===== config.mk =====
export PLATFORM = sky130hd
export DESIGN_NAME = if_prefetch
export DESIGN_NICKNAME = d
export VERILOG_FILES = /design/src/rtl/if_pkg.sv /design/src/rtl/if_queue.sv /design/src/rtl/if_prefetch.sv
export SDC_FILE = /design/constraint.sdc
export NUM_CORES = 1
export LEC_CHECK = 0
export CAP_MARGIN = 20
export CORE_MARGIN = 5
export CORE_UTILIZATION = 40
export DETAILED_ROUTE_END_ITERATION = 7
export SYNTH_ARGS = -nofsm -noshare
export SYNTH_HDL_FRONTEND = slang
export SYNTH_SLANG_ARGS = --single-unit
export TNS_END_PERCENT = 100

===== constraint.sdc =====
create_clock -name clk -period 7.1 [get_ports clk]
set_input_delay 1.065 -clock clk [delete_from_list [all_inputs] [get_ports clk]]
set_output_delay 1.065 -clock clk [all_outputs]
set_load 0.01 [all_outputs]

===== src/rtl/if_pkg.sv =====
// ============================================================================
// if_pkg: shared types and constants for the instruction-fetch stage.
// Rev 1.0 - initial release
// ============================================================================
`default_nettype none

package if_pkg;

    localparam logic [31:0] DEFAULT_RESET_PC = 32'h0000_0000;
    localparam logic [31:0] INSTR_BYTES      = 32'd4;

    typedef struct packed {
        logic [31:0] pc;
        logic [31:0] instr;
        logic        filled;
    } if_entry_t;

endpackage

`default_nettype wire


===== src/rtl/if_queue.sv =====
// ============================================================================
// if_queue: circular prefetch buffer with separate head, fill and tail pointers.
// Rev 1.0 - initial release
// ============================================================================
`default_nettype none

module if_queue
    import if_pkg::*;
#(
    parameter int DEPTH = 4,
    parameter int PTR_W = $clog2(DEPTH),
    parameter int CNT_W = PTR_W + 1
) (
    input  logic             clk,
    input  logic             rst_n,
    input  logic             alloc_i,
    input  logic [31:0]      alloc_pc_i,
    input  logic             fill_i,
    input  logic [31:0]      fill_instr_i,
    input  logic             pop_i,
    input  logic             flush_i,
    output logic             head_valid_o,
    output logic [31:0]      head_pc_o,
    output logic [31:0]      head_instr_o,
    output logic [CNT_W-1:0] alloc_cnt_o,
    output logic [CNT_W-1:0] unfilled_cnt_o
);

    if_entry_t        mem_q [DEPTH];
    logic [PTR_W-1:0] head_q;
    logic [PTR_W-1:0] fill_q;
    logic [PTR_W-1:0] tail_q;
    logic [CNT_W-1:0] alloc_cnt_q;
    logic [CNT_W-1:0] filled_cnt_q;

    // Fills land in request order, so fill_q always sits between head_q and tail_q.
    assign head_valid_o   = (alloc_cnt_q != '0) && mem_q[head_q].filled;
    assign head_pc_o      = mem_q[head_q].pc;
    assign head_instr_o   = mem_q[head_q].instr;
    assign alloc_cnt_o    = alloc_cnt_q;
    assign unfilled_cnt_o = alloc_cnt_q - filled_cnt_q;

    always_ff @(posedge clk or negedge rst_n) begin
        if (!rst_n) begin
            head_q       <= '0;
            fill_q       <= '0;
            tail_q       <= '0;
            alloc_cnt_q  <= '0;
            filled_cnt_q <= '0;
            for (int i = 0; i < DEPTH; i++) begin
                mem_q[i] <= '0;
            end
        end else if (flush_i) begin
            head_q       <= '0;
            fill_q       <= '0;
            tail_q       <= '0;
            alloc_cnt_q  <= '0;
            filled_cnt_q <= '0;
            for (int i = 0; i < DEPTH; i++) begin
                mem_q[i].filled <= 1'b0;
            end
        end else begin
            if (alloc_i) begin
                mem_q[tail_q].pc     <= alloc_pc_i;
                mem_q[tail_q].instr  <= '0;
                mem_q[tail_q].filled <= 1'b0;
                tail_q               <= tail_q + PTR_W'(1);
            end
            if (fill_i) begin
                mem_q[fill_q].instr  <= fill_instr_i;
                mem_q[fill_q].filled <= 1'b1;
                fill_q               <= fill_q + PTR_W'(1);
            end
            if (pop_i) begin
                head_q <= head_q + PTR_W'(1);
            end
            alloc_cnt_q  <= alloc_cnt_q + CNT_W'(alloc_i) - CNT_W'(pop_i);
            filled_cnt_q <= filled_cnt_q + CNT_W'(fill_i) - CNT_W'(pop_i);
        end
    end

endmodule

`default_nettype wire


===== src/rtl/if_prefetch.sv =====
// ============================================================================
// if_prefetch: RV32I fetch stage with prefetch queue and redirect flushing.
// Optional perf counters enabled by defining IF_PERF_EN. Rev 1.0 - initial release
// ============================================================================
`default_nettype none

module if_prefetch
    import if_pkg::*;
#(
    parameter logic [31:0] RESET_PC   = DEFAULT_RESET_PC,
    parameter int          FIFO_DEPTH = 4
) (
    input  logic        clk,
    input  logic        rst_n,
    output logic        imem_req,
    output logic [31:0] imem_addr,
    input  logic        imem_gnt,
    input  logic        imem_rvalid,
    input  logic [31:0] imem_rdata,
    input  logic        redirect_i,
    input  logic [31:0] redirect_pc_i,
    output logic        id_valid_o,
    input  logic        id_ready_i,
    output logic [31:0] id_instr_o,
    output logic [31:0] id_pc_o,
    output logic [31:0] id_pc_plus4_o
`ifdef IF_PERF_EN
    ,
    output logic [31:0] perf_stall_o,
    output logic [31:0] perf_flush_o
`endif
);

    localparam int CNT_W = $clog2(FIFO_DEPTH) + 1;
    localparam int SUM_W = CNT_W + 1;

    logic [31:0]      fetch_pc_q, fetch_pc_d;
    logic [CNT_W-1:0] drop_cnt_q, drop_cnt_d;
    logic             started_q;
    logic [CNT_W-1:0] alloc_cnt;
    logic [CNT_W-1:0] unfilled_cnt;
    logic [SUM_W-1:0] inflight;
    logic             head_valid;
    logic [31:0]      head_pc;
    logic             grant;
    logic             resp_fill;
    logic             pop;

    // started_q keeps the request low through reset and the release edge.
    assign inflight  = SUM_W'(alloc_cnt) + SUM_W'(drop_cnt_q);
    assign imem_req  = started_q && (inflight < SUM_W'(FIFO_DEPTH));
    assign imem_addr = fetch_pc_q;
    assign grant     = imem_req && imem_gnt;
    assign pop       = head_valid && id_ready_i && !redirect_i;

    always_comb begin
        fetch_pc_d = fetch_pc_q;
        drop_cnt_d = drop_cnt_q;
        resp_fill  = 1'b0;
        if (redirect_i) begin
            fetch_pc_d = redirect_pc_i & 32'hFFFF_FFFC;
            drop_cnt_d = CNT_W'(SUM_W'(drop_cnt_q) + SUM_W'(unfilled_cnt)
                                + SUM_W'(grant) - SUM_W'(imem_rvalid));
        end else begin
            if (grant) begin
                fetch_pc_d = fetch_pc_q + INSTR_BYTES;
            end
            if (imem_rvalid) begin
                if (drop_cnt_q != '0) begin
                    drop_cnt_d = drop_cnt_q - CNT_W'(1);
                end else begin
                    resp_fill = 1'b1;
                end
            end
        end
    end

    always_ff @(posedge clk or negedge rst_n) begin
        if (!rst_n) begin
            fetch_pc_q <= RESET_PC;
            drop_cnt_q <= '0;
            started_q  <= 1'b0;
        end else begin
            fetch_pc_q <= fetch_pc_d;
            drop_cnt_q <= drop_cnt_d;
            started_q  <= 1'b1;
        end
    end

    if_queue #(
        .DEPTH (FIFO_DEPTH)
    ) u_queue (
        .clk            (clk),
        .rst_n          (rst_n),
        .alloc_i        (grant && !redirect_i),
        .alloc_pc_i     (fetch_pc_q),
        .fill_i         (resp_fill),
        .fill_instr_i   (imem_rdata),
        .pop_i          (pop),
        .flush_i        (redirect_i),
        .head_valid_o   (head_valid),
        .head_pc_o      (head_pc),
        .head_instr_o   (id_instr_o),
        .alloc_cnt_o    (alloc_cnt),
        .unfilled_cnt_o (unfilled_cnt)
    );

    assign id_valid_o    = head_valid;
    assign id_pc_o       = head_pc;
    assign id_pc_plus4_o = head_pc + INSTR_BYTES;

`ifdef IF_PERF_EN
    logic [31:0]      perf_stall_q;
    logic [31:0]      perf_flush_q;
    logic [CNT_W-1:0] flush_inc;
    logic [32:0]      flush_sum;

    // A redirect invalidates every allocated entry; stale responses count as they drain.
    always_comb begin
        flush_inc = '0;
        if (redirect_i) begin
            flush_inc = alloc_cnt;
        end
        if (imem_rvalid && (drop_cnt_q != '0)) begin
            flush_inc = flush_inc + CNT_W'(1);
        end
        flush_sum = {1'b0, perf_flush_q} + 33'(flush_inc);
    end

    always_ff @(posedge clk or negedge rst_n) begin
        if (!rst_n) begin
            perf_stall_q <= '0;
            perf_flush_q <= '0;
        end else begin
            if (head_valid && !id_ready_i && (perf_stall_q != '1)) begin
                perf_stall_q <= perf_stall_q + 32'd1;
            end
            perf_flush_q <= flush_sum[32] ? '1 : flush_sum[31:0];
        end
    end

    assign perf_stall_o = perf_stall_q;
    assign perf_flush_o = perf_flush_q;
`endif

endmodule

`default_nettype wire

# After elaboration in Yosys (flattened, before gate mapping)
# Cells that the tools add are included.
totals:
  reg_bits: 308
  latch_bits: 0
  mem_bits_rw: 0
  rom_bits: 0
  in_bits: 70
  output_inout_bits: 130
  word_cells: 103
  mem_count: 0
op_classes:
  addsub: 15
  multipliers: 0
  n_div: 0
  magnitude_cmp: 6
  n_eq_ne: 0
  n_shift: 0
  muxes: 41
  bitwise_logic: 3
  reduce_logical: 18
op_table:
  columns: ["cell", "count"]
  rows:
  - ["bitwise mux 260 bit", 5]
  - ["2-to-1 mux 260 bit", 3]
  - ["demux 65 bit (select 2 bit)", 5]
  - ["2-to-1 mux 65 bit", 3]
  - ["binary-select mux 65 bit (select 2 bit)", 1]
  - ["2-to-1 mux 33 bit", 2]
  - ["adder 32 x 3 -> 32 bit, second input constant", 2]
  - ["2-to-1 mux 32 bit", 2]
  - ["2-to-1 mux 3 bit", 5]
  - ["2-to-1 mux 2 bit", 6]
  - ["nonzero test 2 bit", 6]
  - ["adder 3 x 1 -> 3 bit", 3]
  - [">= comparator 3 bit, second input constant", 3]
  - ["2-to-1 mux 1 bit", 9]
  - ["inverter 2 -> 3 bit", 3]
  - ["subtractor 3 x 1 -> 3 bit", 3]
  - ["logical AND 1 bit", 8]
  - ["adder 2 x 1 -> 2 bit, second input constant", 3]
  - ["less-than comparator 3 x 1 -> 1 bit, second input constant", 2]
  - ["nonzero test 3 bit", 2]
  - ["adder 3 x 3 -> 4 bit", 1]
  - ["less-than comparator 4 x 3 -> 1 bit, second input constant", 1]
  - ["adder 3 bit", 1]
  - ["subtractor 3 x 1 -> 3 bit, second input constant", 1]
  - ["other kinds (3)", 3]

# Longest topological paths before layout
logic_depth:
  word_depth: 14
  depth_mapped: 15
  depth_no_buf: 12

# Cells and area by module
# A second synthesis with hierarchy kept.
hier_totals:
  hier_cells: 1083
  hier_area_um2: 15134.5
modules_own_cells:
  columns: ["module", "instances", "cells_per_inst", "area_each_um2", "seq_area_each_um2"]
  rows:
  - ["if_queue", 1, 767, 12468.2, 6806.5]
  - ["if_prefetch", 1, 316, 2666.3, 850.8]

# Worst setup path after synthesis
# OpenSTA, ideal clock, no wires.
synth_path:
  path_type: "input to register"
  startpoint: "input imem_rvalid"
  endpoint: "register drop_cnt_q[2]"
  setup_time_ps: 123
  arrival_ps: 3445
  t_required_ps: 6977
  slack_ps: 3532
  path_stages: 11
  path_buffers: 0
  cell_sequence: "inv_1 fa_1 inv_1 fa_1 inv_1 fa_1 fa_1 xnor2_1 xnor2_1 a21oi_1 xnor2_1"
synth_between:
  elab_chain_len: 2
  elab_cells_between_ends: 4
  classes_between: "add/sub (1); mux (1); reduce/logical (2)"
synth_lines:
  columns: ["item", "line", "rtl"]
  rows:
  - ["start, declared", "if_prefetch.sv:18", "input logic imem_rvalid,"]
  - ["subtractor 3 x 1 -> 3 bit / nonzero test 2 bit (equally long branches)", null, null]
  - ["2-to-1 mux 3 bit / AND reduction 2 bit (equally long branches)", null, null]
  - ["end signal, assigned", "if_prefetch.sv:85", "drop_cnt_q <= drop_cnt_d;"]
  - ["end, declared", "if_prefetch.sv:38", "logic [CNT_W-1:0] drop_cnt_q, drop_cnt_d;"]
# Several ways; a longest one is shown, not always the timed one.
# A chain may end at the register's enable or synchronous reset.

# Worst setup path after layout
layout_path:
  startpoint: "register u_queue.head_q[0]"
  endpoint: "output id_pc_plus4_o[26]"
layout_between:
  elab_chain_len: 5
layout_lines:
  columns: ["item", "line", "rtl"]
  rows:
  - ["start, declared", "if_queue.sv:30", "logic [PTR_W-1:0] head_q;"]
  - ["start signal, assigned", "if_queue.sv:75", "head_q <= head_q + PTR_W'(1);"]
  - ["inverter 2 -> 3 bit (implied by the code)", "if_queue.sv:38", "assign head_pc_o = mem_q[head_q].pc;"]
  - ["binary-select mux 65 bit (select 2 bit)", "if_queue.sv:38", null]
  - ["2-to-1 mux 65 bit (2 in series)", null, null]
  - ["adder 32 x 3 -> 32 bit", "if_prefetch.sv:110", "assign id_pc_plus4_o = head_pc + INSTR_BYTES;"]
  - ["end, declared", "if_prefetch.sv:26", "output logic [31:0] id_pc_plus4_o"]
# No other way between the ends. The select of a mux whose other input is x is not followed.

==> out/metrics.cfg <==
[hold_path]
hp-start = u_queue.mem_q[190]$_DFFE_PN0P_
hold_class = reg -> reg

[grt]
grt_pass1_wl_microns = 64300
antenna_found_initial = 0
use_met3_pct = 4.22
track_usage_pct = 19.8
busiest_layer = met2
grt_pass1_vias = 11000
gr-usage-met1_pct = 27.3
grtUsageMet2_pct = 32.5
grt_start_max_net_pins = 171
grt_overflow = 0

[die]
core_region_area_sq_um = 36500
initial_core_util_pct = 40.3
io_pins = 200
dieArea_sq_um = 40800
rows = 70
die_y_microns = 202
die_w_microns = 202

[sta]
finalClockSkew_ps = 18.1
rsz0062_at_grt = false
fmax_ghz = 0.182
setup_viol = 0
setup-tns-final_ps = 0
tightest_slew_ps = 1110
min_period_ps = 5500
hold_viol = 0
final-max-slew-violation-count = 0
relSlewSlack_pct = 26.2
finalWorstSetupSlack_ps = 1600
fin_crit_sh_pct = 77.5

[cells_and_area]
stdcell_area_sq_um = 18000
post-route-util_pct = 49.3
nets = 1561
syn_to_final_growth_pct = 22.3
antenna_cells = 0
drive_gt1_share_pct = 17.4

[placed_design]
place.port_buffers = 191
hpwlAfterDp_microns = 24700
place.gp.congestion = 0.751
postPlaceCellArea_sq_um = 16900
place_ws_ps = 2000

[yosys]
synth_cell_types = 47
synth_area_per_cell_sq_um = 11.2
synth-main-ff-cell = dfrtp_1
yosysSeqAreaShare_pct = 50.6
netlist_area_sq_um = 14700
syn_inst = 1317
async_reset_ff_share_pct = 100
synth_edf_count = 0
ys_ff_latch = 298
synth_warnings = 0

[power_and_ir_drop]
power_switching_share_pct = 29.6
clockPowerShare_pct = 30.5
power.total_mw = 5.70
combPwrFrac_pct = 29.9
p_leak_nw = 7.56
p_sw_mw = 1.69
p_int_mw = 4.01
p_seq_share_pct = 39.6
vdd_drop_max_v = 0.000211
power_density_nw_per_um2 = 316

[status]
status = complete, no violations

[critical_path]
crit_type = reg -> out
crit_required_ps = 6030
startpoint = u_queue.head_q[0]$_DFFE_PN0P_
critPathLaunchType = register
critPathArrivalTime_ps = 4440
path_max_fanout = 45
critPathCaptureType = output pin
r2r-start = u_queue.head_q[0]$_DFFE_PN0P_

[drt]
drtPass1Iterations = 5
dr_total_vias = 10500
wl_per_cell_microns = 20.7
antenna_left = 0
drt_iter0_drc = 660
via_per_inst = 5.38
wl_microns = 40600
drc_errors = 0

[clock_network]
cts.root.buffer_cell = clkbuf_16
cts_resized = 0
cts.htree.levels = 2
post_cts_buffers = 0
clockBufferDepth = 3
clk_pin_slew_ps = 60
cts_hold_buf = 0
cts_sinks = 298
clk_latency_ps = 510
numCtsBuffers = 35
cts_tree = built

[job]
drv_cap = 0

[registers in the layout, summed over array words and instances, names as in the netlist]
name and cells:
drop_cnt_q 3, u_queue.mem_q 252, started_q 1, u_queue.filled_cnt_q 3
u_queue.fill_q 2, u_queue.head_q 2, u_queue.alloc_cnt_o 3, u_queue.tail_q 2
imem_addr 30
[worst max-delay path: stages, from the launching register on]
cell             delay (ps)
dfrtp_4                1060
mux4_1                  570
ha_1                    280
nand4_1                 300
nor4b_2                 770
nand3_1                 180
xnor2_1                 180
clkdlybuf4s50_1         570
[power by group through the flow]
stage | Clock (mW) | Sequential [mW] | Combinational [mW]
3_3_place_gp | 0 | 2.27 | 1.70
5_1_grt | 1.86 | 2.30 | 1.86
4_1_cts | 1.78 | 2.26 | 1.73
3_5_place_dp | 0 | 2.28 | 1.72
2_1_floorplan | 0 | 2.21 | 0.936
6_report | 1.74 | 2.26 | 1.70
[per-layer routing]
metal,wire [microns],up-vias
met5,0,-
met4,739,0
met3,2880,57
met2,19300,343
met1,17700,5328
li1,-,4800
[per-stage QoR]
step / instances / hold slack [ps]
2_1_floorplan: 1322 / 472
5_1_grt: 1958 / 504
6_report: 1958 / 496
3_3_place_gp: 1897 / 480
3_5_place_dp: 1897 / 487
4_1_cts: 1958 / 499
[synth_stat cells, types with 2 or more instances]
cell,instances,share of area (%)
fa_1,7,0.95
nand4_1,11,0.47
mux4_2,52,8.0
buf_12,2,0.27
nand2b_1,4,0.17
o21ai_1,3,0.10
and3_1,6,0.25
inv_1,26,0.66
xnor2_1,57,3.4
nand3_4,2,0.24
nor3_1,11,0.37
mux4_1,10,1.8
mux2i_1,3,0.20
xor2_1,13,0.77
buf_1,2,0.051
a21oi_1,2,0.068
dfrtp_1,298,51
ha_1,18,1.5
nor2_1,23,0.59
o21ai_0,162,5.5
buf_4,12,0.61
conb_1,2,0.051
nor4_1,11,0.47
clkbuf_1,66,1.7
and4_1,5,0.30
mux2_2,120,9.2
nand4_4,2,0.29
nand2_1,313,8.0
and2_1,13,0.55
nor4b_2,2,0.20
buf_2,16,0.54
nor2b_1,3,0.13
nor3b_2,2,0.17
buf_6,2,0.15
nand3_1,24,0.82
[cell type report]
cell class / count / area [sq um]
clock buffer: 54 / 1040
timing repair buffer: 207 / 2040
multi-input combinational: 898 / 6710
fill: 3286 / 18500
tap: 468 / 586
inverter: 26 / 97.6
clock inverter: 7 / 75.1
sequential: 298 / 7460
[cell usage in the layout, fill, tap and decap left out, types with 3 or more instances in the layout]
cell	Yosys	layout
and2_1	13	9
and2_2	0	4
and3_1	6	6
and4_1	5	5
buf_4	12	15
clkbuf_1	66	11
clkbuf_16	0	36
clkbuf_8	0	7
clkdlybuf4s50_1	0	189
clkinv_2	0	4
conb_1	2	7
dfrtp_1	298	296
fa_1	7	7
ha_1	18	18
inv_1	26	26
mux2_2	120	120
mux2i_1	3	3
mux4_1	10	10
mux4_2	52	52
nand2_1	313	313
nand2b_1	4	4
nand3_1	24	24
nand4_1	11	11
nor2_1	23	23
nor2b_1	3	3
nor3_1	11	11
nor4_1	11	11
o21ai_0	162	162
o21ai_1	3	3
xnor2_1	57	57
xor2_1	13	13
[cells by family (layout without fill, tap and decap cells)]
family	Yosys count	count (layout)	share of synthesized area (%)
AND/OR/NAND/NOR	442	442	13.7
flip-flops	298	298	50.6
multiplexers	186	186	19.3
AO/OA/AOI/OAI	168	168	5.73
buffers and inverters	126	294	3.98
XOR/XNOR	70	70	4.16
adder cells (fa/ha/maj)	25	25	2.48
other	2	7	0.0510
[final timing paths]
path	to	slack [ps]	cells after the start
min in group asynchronous	u_queue.mem_q[219]$_DFFE_PN0N_	640	1
hold reg to reg	u_queue.mem_q[190]$_DFFE_PN0P_	500	1
hold / removal	u_queue.mem_q[190]$_DFFE_PN0P_	500	1
setup / recovery	id_pc_plus4_o[26]	1600	7
setup reg to reg	u_queue.alloc_cnt_o[2]$_DFF_PN0_	3180	12
max in group asynchronous	u_queue.mem_q[115]$_DFFE_PN0P_	4930	2
Power figures use the tool's default switching activity.
==> edit 1 (same settings) <==
The parameter `FIFO_DEPTH` goes from 4 to 2.
--- a/src/rtl/if_prefetch.sv
+++ b/src/rtl/if_prefetch.sv
@@ -8,7 +8,7 @@
     import if_pkg::*;
 #(
     parameter logic [31:0] RESET_PC   = DEFAULT_RESET_PC,
-    parameter int          FIFO_DEPTH = 4
+    parameter int          FIFO_DEPTH = 2
 ) (
     input  logic        clk,
     input  logic        rst_n,
Behaviour: not the same (a bounded check fails within 4 cycles, from zero or initial values and one cycle with rst_n low).
==> edit 1 against the unedited design <==
  * Setup slack improved by 0.76 ns
  * Clock power fell by 43%
  * Total power fell by 28%
  * Non-clock buffer count fell by 7
  * Routed wire length fell by 42%
  * Synthesized area fell by 40%
  * Sequential cell count fell by 132
  * Combinational power fell by 6%
  * Final area fell by 36%
==> edit 1: results (changes against the unedited design) <==
| Metric | Value |
|---|---|
| R2R cell count | `11 (-1)` |
| Outcome | `finished, final reports clean` |
| WL final | `23.43 mm (-42%)` |
| Max transition margin | `34.37% (+8.1 points)` |
| Cell count after synthesis | `862 (-35%)` |
| CTS buffer count | `17 (-51%)` |
| Total GRT Usage | `18.91% (-0.85 points)` |
| H-Tree Depth | `4 (+2)` |
| CP max FO | `47 (+4.4%)` |
| Xor/xnor cell area share of the yosys netlist | `6.537% (+2.4 points)` |
| Post-synthesis sequential area ratio | `46.97% (-3.7 points)` |
| Worst Path Arrival | `3.68 ns (-0.76 ns)` |
| Mux contribution to synthesized area | `15.27% (-4.0 points)` |
| Clock skew | `0.01187 ns (-0.006225 ns)` |
| First-pass GRT wire length | `37.46 mm (-42%)` |
| Post-synthesis cell type count | `59 (+26%)` |
| Hold slack | `0.4892 ns (-0.006769 ns)` |
| Placed instance area | `10,900 µm² (-36%)` |
| Worst reg2reg endpoint | `drop_cnt_q[1]` |
| DP Worst Slack | `2.807 ns (+0.8058 ns)` |
| Adder and majority gate portion of the synthesized area | `1.896% (-0.58 points)` |
| Met1 Resource Use GR | `27.42% (+0.16 points)` |
| Placed Cells | `1,291 (-32%)` |
| Post-synthesis compound-gate area fraction | `7.951% (+2.2 points)` |
| GRT met3 Usage | `2.963% (-1.3 points)` |
| Via count | `6,687 (-36%)` |
| Min-delay src | `u_queue.mem_q[61]` |
| RePlAce Congestion | `0.7659 (+2.0%)` |
| Largest cells by area after synthesis | `dfrtp_1, mux2_2, nand2_1` |
| Met2 Track Usage GR | `29.68% (-2.8 points)` |
| Reg2Reg Launch Point | `u_queue.alloc_cnt_o[0]` |
| Max IR drop VDD | `184.6 µV (-12%)` |
| Hold EP | `u_queue.mem_q[61]` |
| DR pass1 iterations | `4 (-1)` |
| Largest register FFs | `126 (-50%)` |
| Layout cells sized above 1 | `16.97% (-0.48 points)` |
| Largest net degree at the start of global routing | `105 (-39%)` |
[edit 1: worst max-delay path, stage by stage, from the launching register on]
cell             delay, ns
dfrtp_4               0.78
buf_4                 0.63
mux2i_1               0.25
inv_1                 0.12
o211ai_1              0.12
nor4_2                0.51
xor2_1                0.19
clkdlybuf4s50_1       0.59
[edit 1: per-layer routing]
layer  wire [µm]  share of wire [%]  vias up
met5           0                  0        -
met4         291                1.2        0
met3        1008                4.3       21
met2       10950                 47      137
met1       11180                 48     3281
li1            -                  -     3248
[edit 1: worst max-delay path by stage]
stage / from / to / slack, ns / cells past startpoint
after floorplan: u_queue.head_q / id_pc_plus4_o[18] / 3.36 / 13
after global placement: u_queue.head_q / id_pc_plus4_o[31] / 2.83 / 7
after detailed placement: u_queue.head_q / id_pc_plus4_o[31] / 2.81 / 7
after CTS: u_queue.head_q / id_pc_plus4_o[31] / 2.33 / 7
after global routing: u_queue.head_q / id_pc_plus4_o[28] / 2.12 / 7
final: u_queue.head_q / id_pc_plus4_o[31] / 2.36 / 7
[edit 1: power by group]
group,total (mW),internal (mW),switching (mW)
registers,1.50,1.27,0.232
clock network,1.00,0.604,0.395
logic,1.60,0.909,0.695
total,4.10,2.78,1.32
[edit 1: layout make-up]
| class | count | area, µm² |
|---|---|---|
| repair buffers | 200 | 1976 |
| clock inverters | 13 | 196.4 |
| inverters | 22 | 82.58 |
| clock buffers | 19 | 442.9 |
| flip-flops and latches | 166 | 4158 |
| fillers | 2011 | 10280 |
| well taps | 280 | 350.3 |
| multi-input cells | 623 | 4333 |
[edit 1: cells by family after synthesis]
| logic type | count (synthesis) |
|---|---|
| mux | 121 |
| other cells | 2 |
| flops | 166 |
| fa+ha+maj | 11 |
| buf+inv | 78 |
| simple gates | 299 |
| xor+xnor | 66 |
| compound gates | 119 |
==> edit 2 (same settings) <==
Made on the original files. Build with the macro `IF_PERF_EN` defined.
--- a/src/rtl/if_prefetch.sv
+++ b/src/rtl/if_prefetch.sv
@@ -3,6 +3,8 @@
 // Optional perf counters enabled by defining IF_PERF_EN. Rev 1.0 - initial release
 // ============================================================================
 `default_nettype none
+
+`define IF_PERF_EN
 
 module if_prefetch
     import if_pkg::*;
New outputs: perf_flush_o and perf_stall_o. Function: not settled (the Yosys comparison gave no result); the edit may change what the design does.
==> edit 2 against the unedited design <==
  * Sequential cell count is 64 higher
  * Routed wire length is 22% higher
  * Final area is 24% higher
  * Via count is 28% higher
  * Clock power is 29% higher
  * Synthesized area is 23% higher
  * First-iteration DRC count is 55% higher
  * Setup slack better by 0.11 ns
  * Count of clock-buffer cells in the layout is 2 higher
  * Total power is 19% higher
  * Non-clock buffer count is 64 higher
  * Largest power group unchanged
==> edit 2: results (changes against the unedited design) <==
| Metric | Value |
|---|---|
| Reg2Reg Launch Point | `u_queue.alloc_cnt_o[2]` |
| Met2 wire len | `23.75 mm (+23%)` |
| Worst reg2reg endpoint | `u_queue.mem_q[42]` |
| Worst Path Arrival | `4.33 ns (-0.11 ns)` |
| Vias in the first global route | `13,820 (+26%)` |
| CTS buffer count | `42 (+20%)` |
| RePlAce Congestion | `0.8032 (+7.0%)` |
| Total GRT Usage | `19.73% (-0.033 points)` |
| CTS Root Cell | `clkbuf_16` |
| Delay of the slowest critical-path stage | `0.66 ns (-0.40 ns)` |
| CP max FO | `19 (-58%)` |
| Top sig layer | `met5` |
| Hold EP | `u_queue.mem_q[185]` |
| WL final | `49.66 mm (+22%)` |
| Min-delay src | `u_queue.mem_q[185]` |
| Crit path max-delay cell type | `nand4_1` |
| Number of antenna violations at the first check in global routing | `2 (+2)` |
| Met1 WL | `22.17 mm (+26%)` |
| Worst-Margin Slew | `0.9382 ns (-0.1684 ns)` |
| Hpwl dp | `31.34 mm (+27%)` |
| First-pass GRT wire length | `79.45 mm (+24%)` |
| Fraction of registers with async set/reset | `100.0% (unchanged)` |
| Largest net degree at the start of global routing | `141 (-18%)` |
| Layout Nets | `1,969 (+26%)` |
| Post-synthesis cell type count | `58 (+23%)` |
| R2R Setup Slk | `3.12 ns (-0.06 ns)` |
| Lkg Pwr | `9.579 nW (+27%)` |
| Largest cells by area after synthesis | `dfrtp_1, mux2_2, nand2_1` |
| Via count | `13,430 (+28%)` |
| Clock skew | `0.01540 ns (-0.002693 ns)` |
| Post-synthesis sequential area ratio | `50.19% (-0.44 points)` |
| Clock network latency to the later pin of the worst-skew pair | `0.56 ns (+0.05 ns)` |
| Fillers | `3,980 (+21%)` |
| DP Worst Slack | `2.122 ns (+0.1208 ns)` |
| Max IR drop VDD | `204.3 µV (-3.1%)` |
| Starting DRT DRC Count | `1,024 (+55%)` |
| WL met3 | `2.597 mm (-9.7%)` |
| Layout cells sized above 1 | `15.09% (-2.4 points)` |
| Outcome | `finished, final reports clean` |
| Synth top cells by count | `dfrtp_1, nand2_1, o21ai_0` |
| # port buffers | `255 (+34%)` |
| R2R cell count | `7 (-5)` |
[edit 2: changes by cell type after synthesis, sizes merged, moves of 10 or more]
| cell | unedited run | this run |
|---|---|---|
| nor4 | 12 | 26 |
| and3 | 6 | 18 |
| nand3 | 27 | 38 |
| a31oi | 0 | 10 |
| nand4 | 13 | 32 |
| xor2 | 13 | 51 |
| nor2 | 24 | 47 |
| nor3 | 11 | 25 |
| dfrtp | 298 | 362 |
| nand2 | 313 | 360 |
[edit 2: cells by family (layout without fill, tap and decap cells)]
kind of cell,Yosys count,count (layout),synth area share [%]
AND/OR/NAND/NOR,614,614,16.06
flip-flops,362,362,50.19
AO/OA/AOI/OAI,198,198,5.809
multiplexers,192,192,16.21
buffers and inverters,139,377,3.674
XOR/XNOR,114,114,5.532
adder cells (fa/ha/maj),31,31,2.482
other,2,8,0.04161
[edit 2: cell type report]
cell class	count	share of cell area [%]
sequential	362	40.42
multi-input combinational	1156	37.32
timing repair buffer	271	12.05
clock buffer	56	5.374
tap	592	3.304
clock inverter	15	0.9319
inverter	35	0.5859
antenna	1	0.01116
[edit 2: worst register-to-register path, cell delays in order, from the launching register on]
cell and delay [ns]:
dfrtp_1 0.46, ha_1 0.32, nor4b_1 0.34, nand3_1 0.55, nor2_2 0.43, and2_2 0.81
buf_4 0.53, mux2_2 0.41
[edit 2: worst max path at each step]
stage                                   end  cells past startpoint
after floorplan           id_pc_plus4_o[28]                     11
after global placement     perf_flush_o[27]                     13
after detailed placement   perf_flush_o[29]                     13
after global routing      id_pc_plus4_o[22]                      8
final                     id_pc_plus4_o[28]                      8
after CTS                 id_pc_plus4_o[26]                      7
[edit 2: report_power, final]
group	internal (mW)	switching, mW
sequential	2.44	0.244
clock	1.37	0.869
combinational	0.986	0.856
[edit 2: per-layer routing]
layer  track usage [%]  vias to the layer above
met5                 0                        -
met4             5.277                        2
met3             3.748                       74
met2             32.14                      383
met1             27.35                     6796
li1                  -                     6171
[edit 2: stage by stage]
step | instance area, µm² | cells | power [mW] | hold slack [ns] | utilization, %
finish | 22420 | 2488 | 6.757 | 0.4976 | 50.48
global route | 22420 | 2488 | 7.111 | 0.5100 | 50.48
global placement | 20970 | 2414 | 4.520 | 0.4806 | 47.22
CTS | 22390 | 2485 | 6.837 | 0.5005 | 50.40
detailed placement | 20970 | 2414 | 4.570 | 0.4878 | 47.22
floorplan | 18070 | 1657 | 3.618 | 0.4703 | -
